## src/rtl/i2c_slave_block.sv

```systemverilog
// i2c_slave_block: 7-bit address I2C slave with synchronized, glitch-filtered SCL/SDA.
// Optional clock stretching is enabled by defining I2C_SLAVE_CLK_STRETCH_EN.
module i2c_slave_block #(
  parameter logic [6:0]  SLAVE_ADDR = 7'h50,
  parameter int unsigned FILT_LEN   = 3
) (
  input  logic       i2c_core_clock_i,
  input  logic       reset_i,
  input  logic       scl_i,
  input  logic       sda_i,
  output logic       scl_oe_o,
  output logic       sda_oe_o,
  input  logic [7:0] tx_data_i,
  input  logic       tx_valid_i,
  output logic       tx_taken_o,
  output logic [7:0] rx_data_o,
  output logic       rx_valid_o,
  input  logic       rx_full_i,
  output logic       busy_o,
  output logic       addressed_o,
  output logic       rw_o
);

  localparam logic [3:0] FILT_LAST = 4'(FILT_LEN - 1);

  typedef enum logic [2:0] {
    IDLE, ADDR, ADDR_ACK, WR_DATA, WR_ACK, RD_DATA, RD_ACK, IGNORE
  } state_t;

  // Bit 0 carries SCL, bit 1 carries SDA through every stage.
  logic [1:0]      sync_p0, sync_p1, filt_p2, filt_p3;
  logic [1:0][3:0] filt_cnt;

  always_ff @(posedge i2c_core_clock_i) begin
    if (reset_i) begin
      sync_p0  <= 2'b11;
      sync_p1  <= 2'b11;
      filt_p2  <= 2'b11;
      filt_p3  <= 2'b11;
      filt_cnt <= '0;
    end else begin
      sync_p0 <= {sda_i, scl_i};
      sync_p1 <= sync_p0;
      filt_p3 <= filt_p2;
      for (int i = 0; i < 2; i++) begin
        if (sync_p1[i] == filt_p2[i]) begin
          filt_cnt[i] <= '0;
        end else if (filt_cnt[i] == FILT_LAST) begin
          filt_p2[i]  <= sync_p1[i];
          filt_cnt[i] <= '0;
        end else begin
          filt_cnt[i] <= filt_cnt[i] + 4'd1;
        end
      end
    end
  end

  // Stage p3: bus events from filtered level vs. its one-cycle-delayed copy
  logic scl_f, sda_f, scl_d, sda_d;
  logic scl_rise, scl_fall, start_evt, stop_evt;

  assign scl_f     = filt_p2[0];
  assign sda_f     = filt_p2[1];
  assign scl_d     = filt_p3[0];
  assign sda_d     = filt_p3[1];
  assign scl_rise  = scl_f & ~scl_d;
  assign scl_fall  = ~scl_f & scl_d;
  assign start_evt = scl_f & scl_d & sda_d & ~sda_f;
  assign stop_evt  = scl_f & scl_d & ~sda_d & sda_f;

  state_t     state, state_nxt;
  logic [3:0] bit_cnt, bit_cnt_nxt;
  logic [7:0] shreg, shreg_nxt, rx_data_nxt, byte_in;
  logic       sda_oe_q, sda_oe_nxt, scl_oe_q, scl_oe_nxt;
  logic       busy_nxt, addressed_nxt, rw_nxt, rx_valid_nxt, tx_taken_nxt;
  logic       nack, nack_nxt, pend, pend_nxt;

  assign byte_in  = {shreg[6:0], sda_f};
  assign sda_oe_o = sda_oe_q;
`ifdef I2C_SLAVE_CLK_STRETCH_EN
  assign scl_oe_o = scl_oe_q;
`else
  assign scl_oe_o = 1'b0;
`endif

  always_comb begin
    state_nxt     = state;
    bit_cnt_nxt   = bit_cnt;
    shreg_nxt     = shreg;
    rx_data_nxt   = rx_data_o;
    sda_oe_nxt    = sda_oe_q;
    scl_oe_nxt    = scl_oe_q;
    busy_nxt      = busy_o;
    addressed_nxt = addressed_o;
    rw_nxt        = rw_o;
    nack_nxt      = nack;
    pend_nxt      = pend;
    rx_valid_nxt  = 1'b0;
    tx_taken_nxt  = 1'b0;
    if (start_evt || stop_evt) begin
      state_nxt     = start_evt ? ADDR : IDLE;
      busy_nxt      = start_evt;
      bit_cnt_nxt   = '0;
      addressed_nxt = 1'b0;
      sda_oe_nxt    = 1'b0;
      scl_oe_nxt    = 1'b0;
      pend_nxt      = 1'b0;
      nack_nxt      = 1'b0;
    end else begin
      case (state)
        ADDR: if (scl_rise) begin
          shreg_nxt   = byte_in;
          bit_cnt_nxt = bit_cnt + 4'd1;
          if (bit_cnt == 4'd7) begin
            bit_cnt_nxt = 4'd8;
            if (byte_in[7:1] == SLAVE_ADDR && byte_in[7:1] != 7'h00) begin
              rw_nxt        = byte_in[0];
              addressed_nxt = 1'b1;
              nack_nxt      = 1'b0;
              state_nxt     = ADDR_ACK;
            end else begin
              state_nxt = IGNORE;
            end
          end
        end
        WR_DATA: if (scl_rise) begin
          shreg_nxt   = byte_in;
          bit_cnt_nxt = bit_cnt + 4'd1;
          if (bit_cnt == 4'd7) begin
            bit_cnt_nxt = 4'd8;
            state_nxt   = WR_ACK;
            nack_nxt    = 1'b0;
            if (!rx_full_i) begin
              rx_data_nxt  = byte_in;
              rx_valid_nxt = 1'b1;
            end else begin
`ifdef I2C_SLAVE_CLK_STRETCH_EN
              pend_nxt = 1'b1;
`else
              nack_nxt = 1'b1;
`endif
            end
          end
        end
        ADDR_ACK, WR_ACK, RD_ACK: begin
          // bit_cnt == 8 before the 9th rising edge, 0 after it.
          if (scl_oe_q) begin
            if (!rx_full_i) begin
              rx_data_nxt  = shreg;
              rx_valid_nxt = 1'b1;
              pend_nxt     = 1'b0;
              scl_oe_nxt   = 1'b0;
              sda_oe_nxt   = 1'b1;
            end
          end else if (scl_fall && bit_cnt == 4'd8) begin
            if (pend) begin
              if (rx_full_i) begin
                scl_oe_nxt = 1'b1;
              end else begin
                rx_data_nxt  = shreg;
                rx_valid_nxt = 1'b1;
                pend_nxt     = 1'b0;
                sda_oe_nxt   = 1'b1;
              end
            end else begin
              sda_oe_nxt = (state != RD_ACK) && !nack;
            end
          end else if (scl_rise && bit_cnt == 4'd8) begin
            bit_cnt_nxt = '0;
            if (state == RD_ACK) nack_nxt = sda_f;
          end else if (scl_fall && bit_cnt == 4'd0) begin
            sda_oe_nxt = 1'b0;
            if (nack) begin
              state_nxt = IGNORE;
            end else if (state == RD_ACK || (state == ADDR_ACK && rw_o)) begin
              state_nxt = RD_DATA;
              if (tx_valid_i) begin
                shreg_nxt    = tx_data_i;
                tx_taken_nxt = 1'b1;
                sda_oe_nxt   = ~tx_data_i[7];
              end else begin
`ifdef I2C_SLAVE_CLK_STRETCH_EN
                scl_oe_nxt = 1'b1;
`else
                shreg_nxt = 8'hFF;
`endif
              end
            end else begin
              state_nxt = WR_DATA;
            end
          end
        end
        RD_DATA: begin
          if (scl_oe_q) begin
            if (tx_valid_i) begin
              shreg_nxt    = tx_data_i;
              tx_taken_nxt = 1'b1;
              sda_oe_nxt   = ~tx_data_i[7];
              scl_oe_nxt   = 1'b0;
            end
          end else if (scl_rise) begin
            if (bit_cnt == 4'd7) begin
              bit_cnt_nxt = 4'd8;
              state_nxt   = RD_ACK;
            end else begin
              bit_cnt_nxt = bit_cnt + 4'd1;
            end
          end else if (scl_fall && bit_cnt != 4'd0) begin
            shreg_nxt  = {shreg[6:0], 1'b1};
            sda_oe_nxt = ~shreg[6];
          end
        end
        IGNORE:  sda_oe_nxt = 1'b0;
        default: ;
      endcase
    end
  end

  always_ff @(posedge i2c_core_clock_i) begin
    shreg <= shreg_nxt;
    if (reset_i) begin
      state       <= IDLE;
      bit_cnt     <= '0;
      sda_oe_q    <= 1'b0;
      scl_oe_q    <= 1'b0;
      busy_o      <= 1'b0;
      addressed_o <= 1'b0;
      rw_o        <= 1'b0;
      rx_data_o   <= 8'h00;
      rx_valid_o  <= 1'b0;
      tx_taken_o  <= 1'b0;
      nack        <= 1'b0;
      pend        <= 1'b0;
    end else begin
      state       <= state_nxt;
      bit_cnt     <= bit_cnt_nxt;
      sda_oe_q    <= sda_oe_nxt;
      scl_oe_q    <= scl_oe_nxt;
      busy_o      <= busy_nxt;
      addressed_o <= addressed_nxt;
      rw_o        <= rw_nxt;
      rx_data_o   <= rx_data_nxt;
      rx_valid_o  <= rx_valid_nxt;
      tx_taken_o  <= tx_taken_nxt;
      nack        <= nack_nxt;
      pend        <= pend_nxt;
    end
  end

endmodule

```

## config.mk

```make
export PLATFORM = sky130hd
export DESIGN_NAME = i2c_slave_block
export DESIGN_NICKNAME = d
export VERILOG_FILES = /design/src/rtl/i2c_slave_block.sv
export SDC_FILE = /design/constraint.sdc
export NUM_CORES = 1
export LEC_CHECK = 0
export ABC_AREA = 1
export ABC_CLOCK_PERIOD_IN_PS = 4160
export CAP_MARGIN = 20
export CORE_ASPECT_RATIO = 1.2
export CORE_MARGIN = 8
export CORE_UTILIZATION = 55
export CTS_CLUSTER_SIZE = 10
export DETAILED_ROUTE_END_ITERATION = 10
export DONT_BUFFER_PORTS = 1
export PLACE_DENSITY = 0.73
export SYNTH_ARGS = -nofsm -noshare
export SYNTH_HDL_FRONTEND = slang
export SYNTH_SLANG_ARGS = --single-unit
```

## constraint.sdc

```tcl
create_clock -name i2c_core_clock_i -period 4.16 [get_ports i2c_core_clock_i]
set_input_delay 0.832 -clock i2c_core_clock_i [delete_from_list [all_inputs] [get_ports i2c_core_clock_i]]
set_output_delay 0.832 -clock i2c_core_clock_i [all_outputs]
set_load 0.01 [all_outputs]
```

==> results.md, run 1 <==
* H-tree levels at 2
* Unique masters post-synth at 32
* Antenna fix cells at 0
* Final setup viols at 0
* Post-Place Setup Slack at 1.860 ns
* Final WS setup at 1.842 ns
* RSZ-0062 raised after global routing: no
* Sw frac at 42.84%
* Clk sink count at 48
* Fmax at 431.4 MHz
* #FFs+latches synth at 48
* Post-synth top area cell: dfxtp_1
* Cell area after synthesis at 2522 um2
* Routed WL at 5905 um
* Vias/cell at 5.363
* Antenna-violating nets left at 0
* Worst Max-Slew Pin Slew at 0.6267 ns
* NetSw at 0.7333 mW
* Drt pass-1 iters at 4
* Largest net degree at the start of global routing at 28
* Synth top area cells: dfxtp_1, nand2_1, edfxtp_1
* CP Data Arrival Time at 2.26 ns
* Register share of total power at 40.3%
* Delay-heaviest family, CP: simple AND/OR/NAND/NOR gates
* Clk buf depth at 2
* Root buf cell: clkbuf_8
* Share of the synthesized area in the top cell type at 31.75%
* Critical-path top delay cell: dfxtp_1
* Final period util at 55.73%
* Hold Vio Cnt, Final at 0
* GRT Overall Usage at 17.33%
* Initial Util at 56.14%
* Antenna violations before repair at 0
* Clk_lat worst skew at 0.30 ns
* Logic pwr share at 40.4%
* Final Skew at 0.009421 ns
* Worst min path class: register to register
* Die H at 90.19 um
* VDD IR-drop max at 0.3402 mV
* Clock share of power at 19.4%
* Critical path capture point type: register
* P&R area growth vs syn at 5.555%
* Core Area at 4493 um2
* Synthesized net count at 373
* Run status: completed
* Number of hold buffers added after cts at 0
* Row Count at 27
* Vias in the first global route at 2146
* Syn Area/Cell at 7.146 um2
* Clock Pin Slew Worst Setup and Hold Paths at 0.09 ns
* Leak pwr at 1.099 nW
* I/O Buffers at 0
* Cts bufs inserted at 5
* Max-cap violations at 0
* Routability cong. at 0.9723
* Layout Nets at 371
* Count leader, synth: nand2_1
* Warnings from Yosys at 0
* First-pass GRT wire length at 10080 um
* Post-Route Utilization at 59.26%
* CP Cell Sequence: nor2_4 > inv_2 > nor2_1 > nor2_1 > o2111ai_1 > nor2_1
* Power Density at 642.9 nW/um2
* Final Power at 1.712 mW
* Routed length per placed instance at 14.40 um
* CP bufs+invs at 1
* Main synth FF type: dfxtp_1
* Setup total negative slack at 0 ns
* Slew Limit Headroom at 58.07%
* Asr flop ratio synth at 0%
* IO Pins at 29
* Die width at 77.82 um
* Min Tclk post-route at 2.318 ns
* Post-synth EDFFs at 8
* Post-synth top cells: nand2_1, nor2_1, dfxtp_1
* Crit-path max cell delay at 0.53 ns
* Residual DRC at 0
* DP HPWL at 4604 um
* Cells after synthesis at 353
* Crit Path Max Fanout at 27
* CTS tree: yes
* Critical path class: register to register
* Type of origin of the critical path: register
* Sequential share of the synthesized area at 41.27%
* Detailed Route Iter0 Violations at 104
* Post-CTS setup buffers at 0
* P_int at 0.9784 mW
* Post-CTS sizing at 0
* Die area at 7018 um2
* Share of layout cells above drive strength 1 at 8.523%
* CP most frequent cell: nor2_1
* Final Cell Area at 2663 um2
* Vias at 2199
* Slew Limit Fails at 0
* GRT overflow at 0
* Dpl cell area at 2546 um2
* Critical Path RT at 4.10 ns
[sequential cells by signal (all words and copies together), names as in the netlist, 2 cells and up]
| register | count |
|---|---|
| filt_cnt | 8 |
| rx_data_o | 8 |
| shreg | 8 |
| bit_cnt | 4 |
| state | 3 |
| filt_p2 | 2 |
| filt_p3 | 2 |
| sync_p0 | 2 |
| sync_p1 | 2 |
[power by group through the flow]
stage	sequential [mW]	clock (mW)	combinational, mW
detailed placement	0.700	0	0.689
finish	0.689	0.332	0.691
CTS	0.690	0.339	0.693
global route	0.703	0.360	0.796
global placement	0.696	0	0.691
floorplan	0.654	0	0.586
[worst paths after layout]
path              cells past startpoint  slack (ns)    endpoint        from
setup / recovery                      6        1.84    shreg[2]    state[0]
hold / removal                        1        0.43  sync_p1[0]  sync_p0[0]
setup reg to reg                      6        1.84    shreg[2]    state[0]
hold reg to reg                       1        0.43  sync_p1[0]  sync_p0[0]
[placed cells by master (no fill, tap or decap)]
cell type / count
xor2_1: 4
clkinv_4: 1
a21oi_1: 21
nor3_1: 4
nand4_1: 4
dfxtp_1: 40
inv_2: 3
inv_1: 29
nand2_1: 75
clkbuf_16: 1
nor2_4: 2
clkbuf_8: 6
ha_1: 6
nand3_1: 37
or2_2: 5
nor4_1: 1
edfxtp_1: 8
nor2_1: 48
and3_1: 1
o21ai_0: 34
nand4_2: 1
o221ai_1: 1
a21boi_0: 2
o2111ai_1: 1
conb_1: 1
xnor2_1: 2
nand2_2: 5
a31oi_1: 2
nor3_4: 1
nand3b_1: 1
nand3_2: 1
nor2_2: 4
[kinds of logic (layout without fill, tap and decap cells)]
group / count (synthesis) / after routing / share of synthesized area [%]
AOI/OAI and AO/OA: 61 / 61 / 12.70
xor gates and xnor gates: 6 / 6 / 2.083
adders and majority gates: 6 / 6 / 2.976
buffers and inverters: 41 / 40 / 6.696
DFF: 48 / 48 / 41.27
other: 1 / 1 / 0.1487
and+or+nand+nor: 190 / 190 / 34.13
[routing by layer]
layer  up-vias  track usage [%]  share of wire (%)
li1       1152                -                  -
met1       995            20.18                 42
met2        43            29.94                 51
met3         9            4.582                5.6
met4         0            5.047                1.7
met5         -                0                  0
[area by class of cell]
type	count	area (um2)
clock inverters	1	8.758
well taps	58	72.57
clock buffers	7	107.6
fillers	438	1831
multi-input cells	264	1313
flip-flops and latches	48	1041
inverters	32	120.1
[per-stage QoR]
step | hold slack, ns | instances
after floorplan | 0.3895 | 353
after global placement | 0.3900 | 402
after detailed placement | 0.4062 | 402
after CTS | 0.4287 | 410
after global routing | 0.4472 | 410
final | 0.4265 | 410
Note: power is estimated with default switching activity, not from simulation.
==> inputs of run 2 (changes only) <==
Settings changed: ABC_CLOCK_PERIOD_IN_PS 4160 to 2200.
Clock period 4.16 ns to 2.2 ns, I/O delays scaled along.
==> run 2 against run 1 <==
  * Sequential share of layout area decreased by 0.56 points
  * Clock power increased by 120%
  * Routed wire length increased by 1.2%
  * Worst setup slack got worse by 1.6 ns
  * Critical endpoint is now shreg[3]
==> results.md, run 2 (synthesis gave the netlist of run 1 again) <==
* Clock Pin Slew Worst Setup and Hold Paths at 0.09 ns
* GRT overflow at 0
* Post-CTS setup buffers at 0
* Root buf cell: clkbuf_8
* Fin Hold WS at 0.1880 ns
* Critical path capture point type: register
* Worst hold start: reset_i
* CTS tree: yes
* Final setup viols at 0
* Die area at 7018 um2
* Die width at 77.82 um
* CP Data Arrival Time at 2.01 ns
* R2r worst-path depth at 10
* Worst R2R End: shreg[3]
* Hold Vio Cnt, Final at 0
* Core Area at 4493 um2
* Setup total negative slack at 0 ns
* Crit Path Max Fanout at 8
* Run status: completed
* IO Pins at 29
* Cts bufs inserted at 5
* Commonest cells after routing, fill and taps aside: nand2_1, nor2_1, dfxtp_1, nand3_1, o21ai_0
* Fmax at 502.8 MHz
* RSZ-0062 raised after global routing: no
* Largest regs: filt_cnt: 8 flops, rx_data_o: 8 flops, shreg: 8 flops
* Slew Limit Fails at 0
* Routability cong. at 0.9684
* Leak pwr at 1.122 nW
* H-tree levels at 2
* Routed length per placed instance at 14.47 um
* Antenna-violating nets left at 0
* I/O Buffers at 0
* DP HPWL at 4552 um
* Antenna violations before repair at 0
* Layout Nets at 374
* Final period util at 90.40%
* Vias/cell at 5.540
* Power Density at 1248 nW/um2
* Hold Path Cell Cnt at 1
* First-pass GRT wire length at 9977 um
* Reg2reg setup slack at 0.21 ns
* Detailed Route Iter0 Violations at 99
* Worst min path class: input pin to register
* Die H at 90.19 um
* Routed WL at 5977 um
* Commonest non-fill, non-tap cell in the layout: nand2_1
* VDD IR-drop max at 0.5760 mV
* Hold Crit Endpoint: rx_data_o[0]
* P&R area growth vs syn at 7.093%
* Number of hold buffers added after cts at 0
* Clk sink count at 48
* Type of origin of the critical path: register
* Clk buf depth at 2
* Initial Util at 56.14%
* Vias in the first global route at 2171
* Largest net degree at the start of global routing at 24
* FF-to-FF Start: bit_cnt[0]
* Clk_lat worst skew at 0.31 ns
* Critical path class: register to register
* Max-cap violations at 0
* Post-CTS sizing at 0
* Vias at 2288
* GRT Overall Usage at 17.31%
* Final Skew at 0.009926 ns
* Drt pass-1 iters at 4
* Critical Path RT at 2.22 ns
* Min Tclk post-route at 1.989 ns
* Row Count at 27
* Antenna fix cells at 0
* Share of layout cells above drive strength 1 at 9.296%
* Residual DRC at 0
-- run 2: cell count changes in the layout (fill, tap and decap cells not counted) --
cell       before  now
buf_4           0    3
clkbuf_8        6    5
inv_6           0    1
clkinv_4        1    0
bufinv_16       0    1
-- run 2: cell type report --
| class | instances | area, um2 |
|---|---|---|
| clock buffers | 6 | 93.84 |
| clock inverters | 2 | 38.79 |
| fillers | 443 | 1792 |
| inverters | 32 | 120.1 |
| multi-input cells | 264 | 1313 |
| flip-flops and latches | 48 | 1041 |
| well taps | 58 | 72.57 |
| repair buffers | 3 | 22.52 |
-- run 2: worst max-delay path, cell delays in order, from the launching register on --
cell and delay, ns:
dfxtp_1 0.37, inv_1 0.07, ha_1 0.21, nand3_1 0.14, nor2_1 0.09, nand2_1 0.07
nand2_1 0.08, nor2_1 0.23, o2111ai_1 0.16, nor2_1 0.11, buf_4 0.18
-- run 2: worst max path at each step --
stage,start,slack [ns],depth (start not counted),to
after floorplan,bit_cnt[0],0.24,9,shreg[0]
after global placement,state[1],0.30,8,shreg[5]
after detailed placement,bit_cnt[0],0.23,10,shreg[3]
after CTS,bit_cnt[0],0.22,10,shreg[4]
after global routing,bit_cnt[0],0.04,10,shreg[0]
final,bit_cnt[0],0.21,10,shreg[3]
-- run 2: layer usage --
metal	wire length, um	track usage, %
met4	198	8.360
met3	284	4.084
met2	3025	30.29
met1	2468	18.87
met5	0	0
-- run 2: stage by stage --
step	total power [mW]	area (um2)	utilization (%)	worst slack [ns]	instances
2_1_floorplan	2.346	2522	-	0.2351	353
3_3_place_gp	2.648	2569	57.17	0.2984	405
3_5_place_dp	2.657	2569	57.17	0.2331	405
4_1_cts	3.394	2701	60.12	0.2230	413
5_1_grt	3.625	2701	60.12	0.04009	413
6_report	3.370	2701	60.12	0.2112	413
-- run 2: report_power, final --
group	switching (mW)	leakage [nW]	total [mW]	internal, mW
clock	0.306	0.0669	0.717	0.412
sequential	0.191	0.398	1.31	1.11
combinational	0.905	0.657	1.35	0.442
==> RTL edit 1: new RTL, flow settings as in run 2 <==
Add a define of `I2C_SLAVE_CLK_STRETCH_EN`.
--- a/src/rtl/i2c_slave_block.sv
+++ b/src/rtl/i2c_slave_block.sv
@@ -1,5 +1,7 @@
 // i2c_slave_block: 7-bit address I2C slave with synchronized, glitch-filtered SCL/SDA.
 // Optional clock stretching is enabled by defining I2C_SLAVE_CLK_STRETCH_EN.
+`define I2C_SLAVE_CLK_STRETCH_EN
+
 module i2c_slave_block #(
   parameter logic [6:0]  SLAVE_ADDR = 7'h50,
   parameter int unsigned FILT_LEN   = 3
Formal check against the unedited RTL: no difference found for any inputs over 10 cycles, from zero or initial values and one cycle with reset_i high; that may be too few to reach the edited logic, so the function may still have changed.
==> RTL edit 1 against run 2 <==
  * Sequential cell count is the same
  * Total power fell by 3.6%
  * Cell area increased by 7.7%
  * Worst setup slack improved by 0.085 ns
  * Routed wire length grew 6.2%
  * Count of clock-buffer cells in the layout is the same
  * Synthesized area increased by 8.7%
  * Critical path depth down 3
==> RTL edit 1: results (changes against run 2) <==
INFO  outcome        outcome=finished, final reports clean [unchanged]
INFO  placed_design  dpl_worst_slack=0.339ns [was 0.233 ns]
INFO  synthesis      yosys-top-cells-area=sky130_fd_sc_hd__dfxtp_1 29%, sky130_fd_sc_hd__nand2_1 12%, sky130_fd_sc_hd__edfxtp_1 8.8% [was sky130_fd_sc_hd__dfxtp_1 32%, sky130_fd_sc_hd__nand2_1 11%, sky130_fd_sc_hd__edfxtp_1 9.5%]
INFO  power_and_ir_drop power_clock=0.000672W [was 0.000717 W]
INFO  global_routing globalRouteTotalUtil=17.9% [was 17.3%]
INFO  power_and_ir_drop power.static_leakage=1.29nW [was 1.12 nW]
INFO  synthesis      synth_fa_ha_area_share=2.74% [was 2.98%]
INFO  power_and_ir_drop power.share.sequential=41.1% [was 38.7%]
INFO  synthesis      synth_xor_area_share=1.92% [was 2.08%]
INFO  placed_design  dp_hpwl=4.99mm [was 4.55 mm]
INFO  synthesis      synthesized_area_fraction_occupied_by_ao_oa_aoi_and_oai_cells=12.5% [was 12.7%]
INFO  critical_path  arrival=2.04ns [was 2.01 ns]
INFO  min_path       holdPathEnd=busy_o$_SDFFE_PP0P_ [was rx_data_o[0]$_SDFFE_PP0P_]
INFO  placed_design  place.gp.congestion=0.944 [was 0.968]
INFO  sta            worst_slack=0.296ns [was 0.211 ns]
INFO  critical_path  timing.reg2reg.worst_path_depth=7 [was 10]
INFO  synthesis      synth_top_cells_by_count=89 x sky130_fd_sc_hd__nand2_1, 48 x sky130_fd_sc_hd__nor2_1, 40 x sky130_fd_sc_hd__dfxtp_1, 38 x sky130_fd_sc_hd__inv_1, 31 x sky130_fd_sc_hd__o21ai_0 [was 75 x sky130_fd_sc_hd__nand2_1, 48 x sky130_fd_sc_hd__nor2_1, 40 x sky130_fd_sc_hd__dfxtp_1, 37 x sky130_fd_sc_hd__nand3_1, 34 x sky130_fd_sc_hd__o21ai_0]
INFO  critical_path  critical_path.reg2reg.startpoint=state[0]$_SDFFE_PP0P_ [was bit_cnt[0]$_SDFFE_PP0P_]
INFO  cells_and_area final_nets=407 [was 374]
INFO  route          detailedRoute.firstPassIterationCount=5 [was 4]
INFO  critical_path  crit-reg2reg-capture=shreg[7]$_DFFE_PP_ [was shreg[3]$_DFFE_PP_]
INFO  global_routing pin_count_of_the_biggest_net_entering_global_routing=17 [was 24]
INFO  sta            finalClockSkew=0.00876ns [was 0.00993 ns]
INFO  global_routing first_global_vias=2333 [was 2171]
INFO  synthesis      synth-seq-area-share=38.0% [was 41.3%]
INFO  critical_path  crit_path_max_fanout=15 [was 8]
INFO  global_routing grt_pass1_wl=10.8mm [was 9.98 mm]
INFO  synthesis      count_of_distinct_cell_types_in_the_synthesized_netlist=39 [was 32]
INFO  synthesis      syn_nets=404 [was 373]
INFO  power_and_ir_drop power.internal=0.00190W [was 0.00197 W]
-- RTL edit 1: changes by cell type in the layout (fill, tap and decap cells not counted), moves of 3 or more --
cell                      delta
sky130_fd_sc_hd__o21ai_0     -3
sky130_fd_sc_hd__inv_1       +9
sky130_fd_sc_hd__o21ai_1     +8
sky130_fd_sc_hd__nand3_1    -10
sky130_fd_sc_hd__nor3_1      +8
sky130_fd_sc_hd__nand2_1    +14
sky130_fd_sc_hd__nor2_8      +3
sky130_fd_sc_hd__a21oi_1     -7
-- RTL edit 1: critical path, stage by stage (launching register included) --
cell                       delay (ns)
sky130_fd_sc_hd__dfxtp_1         0.47
sky130_fd_sc_hd__buf_4           0.21
sky130_fd_sc_hd__nand2_1         0.08
sky130_fd_sc_hd__nor2_1          0.22
sky130_fd_sc_hd__nand2_1         0.15
sky130_fd_sc_hd__nand2_1         0.35
sky130_fd_sc_hd__o211ai_1        0.14
sky130_fd_sc_hd__o21ai_0         0.10
-- RTL edit 1: area by class of cell --
type                            count  area, um2
Sequential cell                    48       1040
Inverter                           42        158
Clock buffer                        6       82.6
Multi-Input combinational cell    285       1480
Tap cell                           60       75.1
Timing Repair Buffer                5       37.5
Clock inverter                      2       38.8
Fill cell                         464       1960
-- RTL edit 1: metrics by stage --
stage               area (um2)  instances  power (W)  hold slack (ns)  utilization [%]
floorplan                 2740        384    0.00230            0.389                -
global placement          2790        440    0.00258            0.391             57.3
detailed placement        2790        440    0.00258            0.396             57.3
CTS                       2910        448    0.00326            0.186             59.8
global route              2910        448    0.00351            0.181             59.8
finish                    2910        448    0.00325            0.193             59.8
-- RTL edit 1: per-layer routing --
layer  track usage [%]  part of all wire [%]
met5                 0                     0
met2              28.4                    47
met1              21.3                    44
met3              4.22                   5.2
met4              10.3                   4.0
==> RTL edit 2: new RTL, flow settings as in run 2 <==
Without the edit above. Encoding of `state_t`: now Gray code (3 bits for 8 states).
--- a/src/rtl/i2c_slave_block.sv
+++ b/src/rtl/i2c_slave_block.sv
@@ -24,7 +24,7 @@
   localparam logic [3:0] FILT_LAST = 4'(FILT_LEN - 1);
 
   typedef enum logic [2:0] {
-    IDLE, ADDR, ADDR_ACK, WR_DATA, WR_ACK, RD_DATA, RD_ACK, IGNORE
+    IDLE = 3'b000, ADDR = 3'b001, ADDR_ACK = 3'b011, WR_DATA = 3'b010, WR_ACK = 3'b110, RD_DATA = 3'b111, RD_ACK = 3'b101, IGNORE = 3'b100
   } state_t;
 
   // Bit 0 carries SCL, bit 1 carries SDA through every stage.
Behaviour: same outputs for any inputs over 10 cycles, from zero or initial values and one cycle with reset_i high; not proved beyond that.
==> RTL edit 2 against run 2 <==
  * Core utilization down 2.1 points
  * Die area rose by 5.3%
  * Worst setup slack improved by 0.11 ns
  * Cell area grew 3.8%
  * Final cell count increased by 5.6%
  * Routed wire length is 0.18% lower
  * Count of clock-buffer cells in the layout down 1
  * Non-clock buffer count up 1
  * Synthesized area up 6.6%
  * Sequential cell count did not move
  * Critical path type unchanged
Power is not compared: it rests on default switching activity, and its combinational part moved more than twofold at a synthesized area within 25%.
==> RTL edit 2: results (changes against run 2) <==
INFO  route          drt_iter0_drc=87 [was 99]
INFO  cells_and_area antenna_fix_cells=0 [unchanged]
INFO  placed_design  place.gp.congestion=0.991 [was 0.968]
INFO  placed_design  dp_hpwl=4.55mm [about the same]
INFO  critical_path  start_kind=flip-flop [unchanged]
INFO  clock_network  cts_resized=0 [unchanged]
INFO  sta            finalClockSkew=0.00596ns [was 0.00993 ns]
INFO  synthesis      synth_top_cells_by_count=79 x sky130_fd_sc_hd__nand2_1, 44 x sky130_fd_sc_hd__nor2_1, 40 x sky130_fd_sc_hd__dfxtp_1, 36 x sky130_fd_sc_hd__inv_1, 34 x sky130_fd_sc_hd__nand3_1 [was 75 x sky130_fd_sc_hd__nand2_1, 48 x sky130_fd_sc_hd__nor2_1, 40 x sky130_fd_sc_hd__dfxtp_1, 37 x sky130_fd_sc_hd__nand3_1, 34 x sky130_fd_sc_hd__o21ai_0]
INFO  outcome        outcome=finished, final reports clean [unchanged]
INFO  synthesis      count_of_distinct_cell_types_in_the_synthesized_netlist=40 [was 32]
INFO  global_routing first_global_vias=2282 [was 2171]
INFO  route          detail_route.wirelength=5.97mm [was 5.98 mm]
INFO  global_routing grt.met1_usage=19.3% [was 18.9%]
INFO  clock_network  worst_setup_hold_path_clk_slew=0.09ns [about the same]
INFO  global_routing gr-usage-met2=28.2% [was 30.3%]
INFO  route          route.met3.wl=404um [was 284 um]
INFO  placed_design  dpl_worst_slack=0.352ns [was 0.233 ns]
INFO  placed_design  dpl-instance-area=2720um2 [was 2570 um2]
INFO  critical_path  arrival=1.91ns [was 2.01 ns]
INFO  cells_and_area layout-drive-gt1-share=13.8% [was 9.30%]
INFO  global_routing pin_count_of_the_biggest_net_entering_global_routing=16 [was 24]
INFO  clock_network  cts_h_tree_lvls=2 [unchanged]
INFO  route          post_drt_via_cell_ratio=5.43 [was 5.54]
INFO  cells_and_area final_nets=396 [was 374]
INFO  clock_network  clock_network_latency_to_the_later_pin_of_the_worst_skew_pair=0.31ns [about the same]
INFO  synthesis      yosys-top-cells-area=sky130_fd_sc_hd__dfxtp_1 30%, sky130_fd_sc_hd__nand2_1 11%, sky130_fd_sc_hd__edfxtp_1 8.9% [was sky130_fd_sc_hd__dfxtp_1 32%, sky130_fd_sc_hd__nand2_1 11%, sky130_fd_sc_hd__edfxtp_1 9.5%]
INFO  global_routing grt_pass1_wl=10.2mm [was 9.98 mm]
INFO  global_routing met3_global_route_usage=4.07% [was 4.08%]
INFO  synthesis      synth-seq-area-share=38.7% [was 41.3%]
INFO  cells_and_area most_common_cell_after_layout_fill_and_taps_aside=sky130_fd_sc_hd__nand2_1 [unchanged]
INFO  clock_network  max-clock-path-buffers=2 [unchanged]
INFO  global_routing globalRouteTotalUtil=17.0% [was 17.3%]
INFO  route          met2_wirelength=2.81mm [was 3.03 mm]
INFO  route          post_route_m1_wl=2.49mm [was 2.47 mm]
[RTL edit 2: final cells by class]
type                       count  area [um2]
fill                         472        2030
multi-input combinational    273        1410
sequential                    48        1040
inverter                      44         166
tap                           60        75.1
clock buffer                   5        68.8
timing repair buffer           4        30.0
clock inverter                 2        12.5
[RTL edit 2: kinds of logic (layout without fill, tap and decap cells)]
kind of cell	Yosys count	in the layout	share of synthesized area (%)
adder cells (fa/ha/maj)	6	6	2.79
AO/OA/AOI/OAI	59	59	12.5
other	1	1	0.139
XOR/XNOR	6	6	1.95
flip-flops	48	48	38.7
buffers and inverters	55	55	8.84
AND/OR/NAND/NOR	201	201	35.0
[RTL edit 2: where the power goes]
| group | internal [W] | switching (W) | total, W | leakage, nW |
|---|---|---|---|---|
| Combinational | 0.0000721 | 0.000138 | 0.000210 | 0.788 |
| Sequential | 0.000932 | 0.0000342 | 0.000966 | 0.394 |
| Clock | 0.000216 | 0.000301 | 0.000516 | 0.0400 |
| Total | 0.00122 | 0.000473 | 0.00169 | 1.22 |
[RTL edit 2: path summary, 6_finish.rpt]
path	to	slack [ns]	cells after the start
max reg2reg	shreg[2]$_DFFE_PP_	0.32	10
max	shreg[2]$_DFFE_PP_	0.32	10
min	busy_o$_SDFFE_PP0P_	0.19	1
min reg2reg	sync_p1[0]$_SDFF_PP1_	0.41	1
[RTL edit 2: stage by stage]
stage	cells	total power (W)
after floorplan	376	0.00114
after global placement	429	0.00119
after detailed placement	429	0.00119
after CTS	436	0.00171
after global routing	436	0.00177
final	436	0.00169
